**config.mk**
```make
export PLATFORM = sky130hd
export DESIGN_NAME = reset_request_generator
export DESIGN_NICKNAME = d
export VERILOG_FILES = /design/src/rtl/reset_request_generator.sv
export SDC_FILE = /design/constraint.sdc
export NUM_CORES = 1
export LEC_CHECK = 0
export ABC_AREA = 1
export CORE_MARGIN = 2
export CORE_UTILIZATION = 30
export CTS_BUF_LIST = sky130_fd_sc_hd__clkbuf_4 sky130_fd_sc_hd__clkbuf_8
export CTS_CLUSTER_DIAMETER = 80
export DETAILED_ROUTE_END_ITERATION = 12
export PLACE_DENSITY = 0.53
export SYNTH_ARGS = -nofsm -noshare
export SYNTH_HDL_FRONTEND = slang
export SYNTH_SLANG_ARGS = --single-unit
```
**constraint.sdc**
```tcl
create_clock -name clk -period 1.7 [get_ports clk]
set_input_delay 0.34 -clock clk [delete_from_list [all_inputs] [get_ports clk]]
set_output_delay 0.34 -clock clk [all_outputs]
set_load 0.01 [all_outputs]
```
**src/rtl/reset_request_generator.sv**
```systemverilog
// Reset request generator: merges debounced button, watchdog and software
// requests into one fixed-length reset_req pulse with a holdoff window and sticky cause.
//
// state      | meaning
// -----------+-----------------------------------------------------------
// ST_IDLE    | waiting for a request; reset_req=0, busy=0
// ST_ASSERT  | reset_req=1 for PULSE_LENGTH cycles
// ST_HOLDOFF | reset_req=0, busy=1 for HOLDOFF cycles; requests discarded
module reset_request_generator #(
    parameter int DEBOUNCE     = 15,
    parameter int WDT_TIMEOUT  = 1000,
    parameter int PULSE_LENGTH = 4,
    parameter int HOLDOFF      = 16
) (
    input  logic       clk,
    input  logic       reset_in,
    input  logic       button_raw,
    input  logic       sw_reset_req,
    input  logic       wdt_enable,
    input  logic       wdt_kick,
    input  logic       cause_clear,
    output logic       reset_req,
    output logic       busy,
    output logic [2:0] cause
);

    localparam int DB_W    = $clog2(DEBOUNCE + 1);
    localparam int WDT_W   = $clog2(WDT_TIMEOUT);
    localparam int CNT_MAX = (PULSE_LENGTH > HOLDOFF) ? PULSE_LENGTH : HOLDOFF;
    localparam int CNT_W   = $clog2(CNT_MAX + 1);

    typedef enum logic [1:0] {
        ST_IDLE,
        ST_ASSERT,
        ST_HOLDOFF
    } state_t;

    logic             sync1_q, sync1_d;
    logic             sync2_q, sync2_d;
    logic [DB_W-1:0]  db_cnt_q, db_cnt_d;
    logic             db_level_q, db_level_d;
    logic             db_prev_q, db_prev_d;
    logic             sw_q, sw_d;
    logic [WDT_W-1:0] wdt_cnt_q, wdt_cnt_d;
    logic             wdt_req;
    logic [2:0]       req;
    logic [2:0]       accept;
    logic [2:0]       cause_d;
    // Power-up value only; reset_in must not wipe the record of its own cause.
    logic [2:0]       cause_q = 3'b000;

    state_t           state_q;
    logic [CNT_W-1:0] phase_cnt_q;
    logic             reset_req_q;
    logic             busy_q;

    always_comb begin
        sync1_d    = button_raw;
        sync2_d    = sync1_q;
        db_cnt_d   = db_cnt_q;
        db_level_d = db_level_q;
        db_prev_d  = db_level_q;
        if (sync2_q == db_level_q) begin
            db_cnt_d = '0;
        end else if (db_cnt_q == DB_W'(DEBOUNCE - 1)) begin
            db_cnt_d   = '0;
            db_level_d = ~db_level_q;
        end else begin
            db_cnt_d = db_cnt_q + 1'b1;
        end

        sw_d    = sw_reset_req;
        wdt_req = 1'b0;
        // A kick in the timeout cycle suppresses the request.
        if (!wdt_enable || wdt_kick) begin
            wdt_cnt_d = '0;
        end else if (wdt_cnt_q == WDT_W'(WDT_TIMEOUT - 1)) begin
            wdt_cnt_d = '0;
            wdt_req   = 1'b1;
        end else begin
            wdt_cnt_d = wdt_cnt_q + 1'b1;
        end
    end

    assign req     = {sw_q, wdt_req, db_level_q & ~db_prev_q};
    assign accept  = (state_q == ST_IDLE) ? req : 3'b000;
    assign cause_d = (cause_clear ? 3'b000 : cause_q) | accept;

    always_ff @(posedge clk or posedge reset_in) begin
        if (reset_in) begin
            sync1_q    <= 1'b1;
            sync2_q    <= 1'b1;
            db_cnt_q   <= '0;
            db_level_q <= 1'b1;
            db_prev_q  <= 1'b1;
            sw_q       <= 1'b0;
            wdt_cnt_q  <= '0;
        end else begin
            sync1_q    <= sync1_d;
            sync2_q    <= sync2_d;
            db_cnt_q   <= db_cnt_d;
            db_level_q <= db_level_d;
            db_prev_q  <= db_prev_d;
            sw_q       <= sw_d;
            wdt_cnt_q  <= wdt_cnt_d;
        end
    end

    always_ff @(posedge clk) begin
        cause_q <= cause_d;
    end

    always_ff @(posedge clk or posedge reset_in) begin
        if (reset_in) begin
            state_q     <= ST_IDLE;
            phase_cnt_q <= '0;
            reset_req_q <= 1'b0;
            busy_q      <= 1'b0;
        end else begin
            case (state_q)
                ST_IDLE: begin
                    if (req != 3'b000) begin
                        state_q     <= ST_ASSERT;
                        phase_cnt_q <= CNT_W'(PULSE_LENGTH - 1);
                        reset_req_q <= 1'b1;
                        busy_q      <= 1'b1;
                    end
                end
                ST_ASSERT: begin
                    if (phase_cnt_q == '0) begin
                        state_q     <= ST_HOLDOFF;
                        phase_cnt_q <= CNT_W'(HOLDOFF - 1);
                        reset_req_q <= 1'b0;
                    end else begin
                        phase_cnt_q <= phase_cnt_q - 1'b1;
                    end
                end
                ST_HOLDOFF: begin
                    if (phase_cnt_q == '0) begin
                        state_q <= ST_IDLE;
                        busy_q  <= 1'b0;
                    end else begin
                        phase_cnt_q <= phase_cnt_q - 1'b1;
                    end
                end
                default: begin
                    state_q     <= ST_IDLE;
                    reset_req_q <= 1'b0;
                    busy_q      <= 1'b0;
                end
            endcase
        end
    end

    assign reset_req = reset_req_q;
    assign busy      = busy_q;
    assign cause     = cause_q;

endmodule

```
==> metrics, run 1 <==
vias 1165; First-pass DRT Iterations 3; Core Footprint 5110 µm²; Reg clk slew, reported paths 0.07 ns; Seq/Total Area, Yosys 48.3%; CP peak stage delay 0.42 ns; dpl hpwl 2120 µm; fin area 1900 µm²; Starting Density 31.0%; Clock power frac 23.2%; ANT nets after route 0; CP arrival 1.76 ns; Setup crit start kind flip-flop; initial antenna violation count 0; Max-slew headroom 77.1%; vias in the first global route 1150; Area after DPL 1810 µm²; min cycle time layout 1.54 ns; Setup Fix Bufs, Post-CTS 0; Sw Pwr 0.911 mW; Worst-Skew Late Latency 0.28 ns; CP top delay family simple AND/OR/NAND/NOR gates; first-pass GRT wire length 4900 µm; Internal 1.60 mW; Buffers & Inverters on Critical Path 1; Max Cap Violations 0; PostCTS Resize Cnt 0; Area growth, synth to finish 19.9%; RSZ-0062 raised after global routing no; via-per-instance ratio 4.18; maximum number of pins on one net before global-route repair 14; Hold Buf Count CTS 0; Hold Slack 0.309 ns; Die Width 76.7 µm; critical path required time 1.92 ns; Sw Ratio 36.3%; slowest cell on the critical path dfrtp_1; Setup Viol. Count Final 0; clk sink count 31; Pleak 0.862 nW; critical path type reg2reg; Mapped Nets 201; R2R Path Start state_q[1]; n_diodes 0; DRC errors left 0; CTS tree yes; I/O Buffers 11; Least-Margin Pin Slew 0.341 ns; post-synth top area cell dfrtp_1; final worst-path cycle share 90.4%; Worst VDD drop 433 µV; clock skew 0.00649 ns; H-Tree Depth 2; layout cells sized above 1 15.8%; Fmax 651 MHz; CP Max Fanout 7; worst-path cell chain inv_1 -> ha_1 -> o21ai_0 -> or2_2 -> nand3b_1 -> nand2_1; Avg Cell Area, Syn 8.52 µm²; CTS Root Cell clkbuf_8; DR iter-0 viols 22; number of buffers created by CTS 5; synth warn 0; routed wire length 2780 µm; cell area after synthesis 1580 µm²; DIE AREA 5880 µm²; Die Y 76.7 µm; wire length per cell 9.96 µm; combinational power share 38.2%; Hold Crit Class in2async; Synth cell types 31; Hold Violations, Final 0; Synth top area share 37.9%; endpoint class of the critical path flip-flop; Power Dens Cells 1320 nW/µm²; synth top area cells dfrtp_1 (38%), nand2_1 (10%), dfstp_2 (6.6%), ha_1 (6.3%), nor2_1 (5.5%); Flop pwr share 38.5%; Placer Congestion 0.835; outcome finished, final reports clean; row cnt 26; CP Launch Point state_q[1]; Overall Global Routing Usage 10.3%; Max clock buf depth 2; gr ovfl total 0; synthesized flop and latch total 31; nets 223; Synth Instances 186; # IOs 12; Max Slew Vio Count 0
==> cells in the mapped netlist, drive strengths merged <==
cell    count
xor2        3
dfstp       4
dfrtp      24
nor2       25
nor3b       1
dfxtp       3
xnor2       2
nand2      47
nand4       2
nor3        2
o21bai      2
o21ai       6
o22ai       1
o211ai      2
buf         2
a21oi       5
or2         1
and3        1
nand3      19
nand3b      2
ha          8
inv        24
==> power groups by stage <==
stage / logic (mW) / registers, mW / clock network (mW)
global placement: 0.970 / 0.978 / 0
floorplan: 0.696 / 0.971 / 0
finish: 0.959 / 0.966 / 0.583
detailed placement: 0.965 / 0.980 / 0
global route: 1.11 / 0.988 / 0.635
CTS: 0.971 / 0.967 / 0.605
==> sequential cells by signal (all words and copies together) (netlist names), 2 cells and up <==
name / cells
phase_cnt_q: 5
wdt_cnt_q: 10
state_q: 2
db_cnt_q: 4
cause: 3
==> through the flow <==
step / setup TNS (ns) / utilization [%] / total power [mW] / setup WS, ns / cells
floorplan: 0 / - / 1.67 / 0.287 / 186
global placement: 0 / 35.4 / 1.95 / 0.000202 / 271
detailed placement: -0.132 / 35.4 / 1.94 / -0.0299 / 271
CTS: 0 / 37.2 / 2.54 / 0.165 / 279
global route: 0 / 37.2 / 2.73 / 0.0683 / 279
finish: 0 / 37.2 / 2.51 / 0.163 / 279
==> layout by cell type (no fill, tap or decap) <==
master | netlist | layout
a21oi_1 | 5 | 5
and3_1 | 1 | 1
buf_4 | 0 | 6
clkbuf_4 | 0 | 2
clkbuf_8 | 0 | 5
clkdlybuf4s50_1 | 0 | 11
clkinv_2 | 0 | 1
dfrtp_1 | 24 | 24
dfstp_2 | 4 | 4
dfxtp_1 | 3 | 3
ha_1 | 8 | 8
inv_1 | 21 | 21
inv_2 | 3 | 3
nand2_1 | 44 | 44
nand2_2 | 3 | 3
nand3_1 | 16 | 16
nand3_2 | 2 | 2
nand3_4 | 1 | 1
nand3b_1 | 2 | 2
nand4_1 | 2 | 2
nor2_1 | 23 | 23
nor2_2 | 1 | 1
nor2_4 | 1 | 1
nor3_1 | 1 | 1
nor3_2 | 1 | 1
nor3b_2 | 1 | 1
o211ai_1 | 2 | 2
o21ai_0 | 6 | 6
o21bai_1 | 1 | 1
o21bai_2 | 1 | 1
o22ai_1 | 1 | 1
or2_2 | 1 | 1
xnor2_1 | 2 | 2
xor2_1 | 3 | 3
==> cell type report <==
class,instances,area (µm²)
clock buffer,7,83.8
clock inverter,1,5.00
fill,533,3210
inverter,24,90.1
multi-input combinational,129,712
sequential,31,766
tap,70,87.6
timing repair buffer,17,155
==> worst paths after layout <==
check | endpoint | slack, ns | cells past startpoint
min reg2reg | sync2_q | 0.36 | 0
max in group asynchronous | db_level_q | 0.88 | 3
min in group clk | sync2_q | 0.36 | 0
max | phase_cnt_q[2] | 0.16 | 6
min | state_q[1] | 0.31 | 2
max reg2reg | phase_cnt_q[2] | 0.16 | 6
==> worst register-to-register path: cells and delay by family (launching register included) <==
kind	cells	cell delay, ns
and+or+nand+nor	3	0.54
DFF	1	0.42
adders and majority gates	1	0.28
AOI/OAI and AO/OA	1	0.14
buffers and inverters	1	0.09
==> per-layer routing <==
metal	up-vias	share of wire [%]	global-route usage [%]
met5	-	0	0
met4	0	1.4	4.36
met3	5	2.9	2.82
met2	12	44	15.9
met1	514	51	13.7
li1	634	-	-
==> cells by family (layout without fill, tap and decap cells) <==
logic type | after synthesis | count (layout) | synth area share [%]
AOI/OAI and AO/OA | 16 | 16 | 6.00
xor gates and xnor gates | 5 | 5 | 2.77
adders and majority gates | 8 | 8 | 6.32
buffers and inverters | 26 | 49 | 6.71
DFF | 31 | 31 | 48.3
and+or+nand+nor | 100 | 100 | 29.9
Note: power is estimated with default switching activity, not from simulation.
==> run 2, diff against run 1 <==
--- a/config.mk
+++ b/config.mk
@@ -6,6 +6,7 @@
 export NUM_CORES = 1
 export LEC_CHECK = 0
 export ABC_AREA = 1
+export CORE_ASPECT_RATIO = 1.5
 export CORE_MARGIN = 2
 export CORE_UTILIZATION = 30
 export CTS_BUF_LIST = sky130_fd_sc_hd__clkbuf_4 sky130_fd_sc_hd__clkbuf_8
==> run 2 against run 1 <==
Clock-buffer cell count is the same. Sequential share of layout area grew 0.19 points. Clock power grew 0.7%. Worst hold slack gained 0.047 ns. First-iteration DRC count grew 100%. Combinational power shrank 1%. Fmax grew 1.1%. Power is essentially flat. Critical path type unchanged.
==> metrics, run 2 (same netlist as run 1, synthesis figures left out) <==
endpoint class of the critical path flip-flop; via-per-instance ratio 4.37; First-pass DRT Iterations 4; Fmax 658 MHz; nets 221; min cycle time layout 1.52 ns; # IOs 12; layout cells sized above 1 15.5%; CP arrival 1.74 ns; fillers 575; gr ovfl total 0; Largest regs wdt_cnt_q x10, phase_cnt_q x5, db_cnt_q x4; Setup Viol. Count Final 0; Reg clk slew, reported paths 0.06 ns; initial antenna violation count 0; Placer Congestion 0.764; RSZ-0062 raised after global routing no; Overall Global Routing Usage 11.9%; Die Y 93.0 µm; max reg flops 10; ANT nets after route 0; Least-Margin Pin Slew 0.366 ns; Core Footprint 5120 µm²; H-Tree Depth 2; CTS Root Cell clkbuf_8; n_diodes 0; dpl hpwl 2260 µm; clk sink count 31; number of buffers created by CTS 5; clock skew 0.00749 ns; final worst-path cycle share 89.4%; largest reg by FF count wdt_cnt_q; Max Cap Violations 0; critical path required time 1.92 ns; row cnt 32; Post-Route Utilization 36.9%; outcome finished, final reports clean; Tot Pwr 2.51 mW; I/O Buffers 11; Hold Violations, Final 0; Die Width 63.3 µm; Max Slew Vio Count 0; wire length per cell 10.6 µm; Area growth, synth to finish 19.4%; Worst-Skew Late Latency 0.28 ns; first-pass GRT wire length 5460 µm; Setup crit start kind flip-flop; Setup TNS 0 ns; Pleak 0.855 nW; fin area 1890 µm²; Hold Buf Count CTS 0; Max-slew headroom 75.6%; maximum number of pins on one net before global-route repair 29; routed wire length 2920 µm; DIE AREA 5890 µm²; Starting Density 30.9%; DR iter-0 viols 45; Max clock buf depth 2; commonest non-fill, non-tap cell in the layout nand2_1; critical path type reg2reg; Power Dens Cells 1330 nW/µm²; CP Max Fanout 4; Area after DPL 1790 µm²; vias 1202; most frequent cells in the layout nand2_1 (44), dfrtp_1 (24), nor2_1 (23), inv_1 (21), nand3_1 (16); CTS tree yes; Hold Crit Class reg2reg; DRC errors left 0; vias in the first global route 1271; Worst VDD drop 558 µV
==> run 2: cell types whose count changed in the layout (fill, tap and decap cells not counted) <==
cell     before  now
a21oi_1       5    4
a21oi_2       0    1
buf_4         6    4
nand2_2       3    2
nand2_4       0    1
==> run 2: per-stage QoR <==
stage / hold WS (ns) / setup WS [ns] / instances
after floorplan: 0.344 / 0.287 / 186
after global placement: 0.346 / 0.0413 / 267
after detailed placement: 0.347 / 0.0363 / 267
after CTS: 0.357 / 0.163 / 275
after global routing: 0.364 / 0.0492 / 275
final: 0.355 / 0.180 / 275
==> run 2: cell type report <==
cell class	count	area, µm²	area share, %
multi-input cells	129	721	38.1
clock buffers	7	83.8	4.43
well taps	68	85.1	4.50
flip-flops and latches	31	766	40.5
clock inverters	1	5.00	0.265
repair buffers	15	140	7.41
inverters	24	90.1	4.77
==> run 2: final timing paths <==
kind / slack [ns] / cells past startpoint / endpoint / start
worst max-delay path: 0.18 / 6 / phase_cnt_q[2] / state_q[0]
worst min register to register: 0.36 / 0 / sync2_q / sync1_q
min in group asynchronous: 0.43 / 3 / wdt_cnt_q[3] / reset_in
max in group asynchronous: 0.96 / 3 / db_level_q / reset_in
worst max register to register: 0.18 / 6 / phase_cnt_q[2] / state_q[0]
worst min-delay path: 0.36 / 0 / sync2_q / sync1_q
==> run 2: routing by layer <==
layer	share of wire, %	GRT usage (%)	vias up
met5	0	0	-
met4	2.1	5.98	0
met3	2.2	2.53	5
met2	56	22.1	10
met1	39	12.4	558
li1	-	-	629
==> run 2: repair_timing <==
action / in CTS / in global routing
buffers inserted: 0 / 0
resized for setup: 0 / 2
hold endpoints to repair: 0 / 0
setup endpoints to repair: 0 / 4
==> run 2: worst max-delay path, cell delays in order (launching register included) <==
cell and delay (ns):
dfrtp_1 0.39, inv_1 0.08, ha_1 0.34, o21ai_0 0.12, or2_2 0.31, nand3b_1 0.16
nand2_1 0.06
==> run 2: power breakdown <==
| group | total, mW | switching, mW | internal [mW] | leakage (nW) |
|---|---|---|---|---|
| combinational | 0.949 | 0.549 | 0.400 | 0.422 |
| clock | 0.587 | 0.268 | 0.319 | 0.0491 |
| sequential | 0.970 | 0.106 | 0.864 | 0.384 |
==> run 3, diff against run 2 <==
--- a/config.mk
+++ b/config.mk
@@ -6,13 +6,15 @@
 export NUM_CORES = 1
 export LEC_CHECK = 0
 export ABC_AREA = 1
+export CELL_PAD_IN_SITES_DETAIL_PLACEMENT = 0
+export CELL_PAD_IN_SITES_GLOBAL_PLACEMENT = 1
 export CORE_ASPECT_RATIO = 1.5
 export CORE_MARGIN = 2
-export CORE_UTILIZATION = 30
+export CORE_UTILIZATION = 45
 export CTS_BUF_LIST = sky130_fd_sc_hd__clkbuf_4 sky130_fd_sc_hd__clkbuf_8
 export CTS_CLUSTER_DIAMETER = 80
 export DETAILED_ROUTE_END_ITERATION = 12
-export PLACE_DENSITY = 0.53
+export PLACE_DENSITY = 0.86
 export SYNTH_ARGS = -nofsm -noshare
 export SYNTH_HDL_FRONTEND = slang
 export SYNTH_SLANG_ARGS = --single-unit
==> run 3 against run 2 <==
Final area decreased by 0.66%. First-iteration DRC count decreased by 29%. Power increased by 6.0%. Highest routed layer unchanged. Sequential share of layout area increased by 0.27 points. Critical path type unchanged. Clock power increased by 27%. Critical endpoint unchanged. Sequential cell count unchanged. Via count increased by 2.2%. Wire length increased by 2.4%.
==> metrics, run 3 (same netlist as run 1, synthesis figures left out) <==
max reg flops 10; Setup Fix Bufs, Post-CTS 0; via-per-instance ratio 4.93; layout cells sized above 1 15.0%; Area growth, synth to finish 18.6%; CP arrival 1.79 ns; DRC errors left 0; number of buffers created by CTS 5; # placed instances 241; Placer Congestion 0.761; vias 1228; Post-Route Utilization 55.5%; r2r setup slk 0.13 ns; Fmax 636 MHz; commonest non-fill, non-tap cell in the layout nand2_1; worst reg2reg endpoint phase_cnt_q[2]; critical path required time 1.92 ns; n_diodes 0; Setup crit end phase_cnt_q[2]; Max clock buf depth 2; row cnt 26; CTS Root Cell clkbuf_8; vias in the first global route 1311; Core Footprint 3380 µm²; Reg clk slew, reported paths 0.07 ns; R2R Path Start state_q[0]; CP Max Fanout 4; dpl hpwl 2280 µm; routed wire length 2990 µm; Least-Margin Pin Slew 0.351 ns; combinational power share 35.7%; nets 221; Internal 1.73 mW; initial antenna violation count 0; Sw Ratio 34.9%; endpoint class of the critical path flip-flop; largest reg by FF count wdt_cnt_q; wire length per cell 12.0 µm; Overall Global Routing Usage 17.8%; Setup Viol. Count Final 0; first-pass GRT wire length 5470 µm; maximum number of pins on one net before global-route repair 29; Hold Crit Class reg2reg; critical path type reg2reg; Die Width 52.4 µm; Sw Pwr 0.926 mW; Starting Density 46.8%; Max Slew Vio Count 0; Worst-Skew Late Latency 0.28 ns; # IOs 12; H-Tree Depth 2; Hold Violations, Final 0; fin cells 249; First-pass DRT Iterations 4; Max-slew headroom 76.4%; Power Dens Cells 1410 nW/µm²; I/O Buffers 11; clock skew 0.00306 ns; gr ovfl total 0; Die Y 76.7 µm; final worst-path cycle share 92.5%; Worst VDD drop 725 µV; CTS tree yes; reg2reg path depth 6; DR iter-0 viols 32; Setup TNS 0 ns; Flop pwr share 36.3%; Pleak 0.865 nW; PostCTS Resize Cnt 0; Largest regs wdt_cnt_q x10, phase_cnt_q x5, db_cnt_q x4; Max Cap Violations 0; min-delay src sync1_q; Hold Buf Count CTS 0; DIE AREA 4020 µm²; Hold Slack 0.356 ns; Clock power frac 28.0%; Setup crit start kind flip-flop; most frequent cells in the layout nand2_1 (44), dfrtp_1 (24), nor2_1 (23), inv_1 (21), nand3_1 (16); RSZ-0062 raised after global routing no; outcome finished, final reports clean; min cycle time layout 1.57 ns; CP Launch Point state_q[0]; ANT nets after route 0; clk sink count 31
run 3: cell count changes in the layout (fill, tap and decap cells not counted):
cell and change:
a21oi_2 -1, clkbuf_4 -2, nand2_2 +1, nand2_4 -1
bufinv_16 +1, a21oi_1 +1, clkbuf_8 +1
run 3: area by class of cell:
type	count	area (µm²)
Multi-Input combinational cell	129	712
Clock inverter	2	35.0
Tap cell	42	52.6
Timing Repair Buffer	15	140
Clock buffer	6	82.6
Sequential cell	31	766
Inverter	24	90.1
Fill cell	326	1510
run 3: worst min-delay path by stage:
stage	endpoint	cells after the start
finish	sync2_q	0
global route	sync2_q	0
CTS	sync2_q	0
detailed placement	sync2_q	0
global placement	sync2_q	0
floorplan	sync1_q	0
run 3: stage by stage:
step	total power [mW]	instance area (µm²)	setup slack, ns
2_1_floorplan	1.67	1580	0.287
3_3_place_gp	1.91	1760	0.0665
3_5_place_dp	1.93	1760	0.0181
4_1_cts	2.69	1880	0.133
5_1_grt	2.87	1880	0.0188
6_report	2.66	1880	0.127
run 3: power groups by stage:
| stage | Clock [mW] | Combinational, mW | Sequential, mW |
|---|---|---|---|
| 4_1_cts | 0.762 | 0.960 | 0.964 |
| 6_report | 0.744 | 0.948 | 0.964 |
| 3_3_place_gp | 0 | 0.938 | 0.974 |
| 3_5_place_dp | 0 | 0.954 | 0.977 |
| 2_1_floorplan | 0 | 0.696 | 0.971 |
| 5_1_grt | 0.795 | 1.09 | 0.985 |
run 3: per-layer routing:
layer	part of all wire [%]	track usage (%)	up-vias
met3	3.0	4.28	6
met5	0	0	-
met2	55	32.8	17
li1	-	-	633
met4	1.6	6.15	0
met1	40	18.8	572
run 3: critical path, cell delays in order, from the launching register on:
cell	delay, ns
dfrtp_1	0.40
inv_1	0.09
ha_1	0.34
o21ai_0	0.12
or2_2	0.31
nand3b_1	0.17
nand2_1	0.08
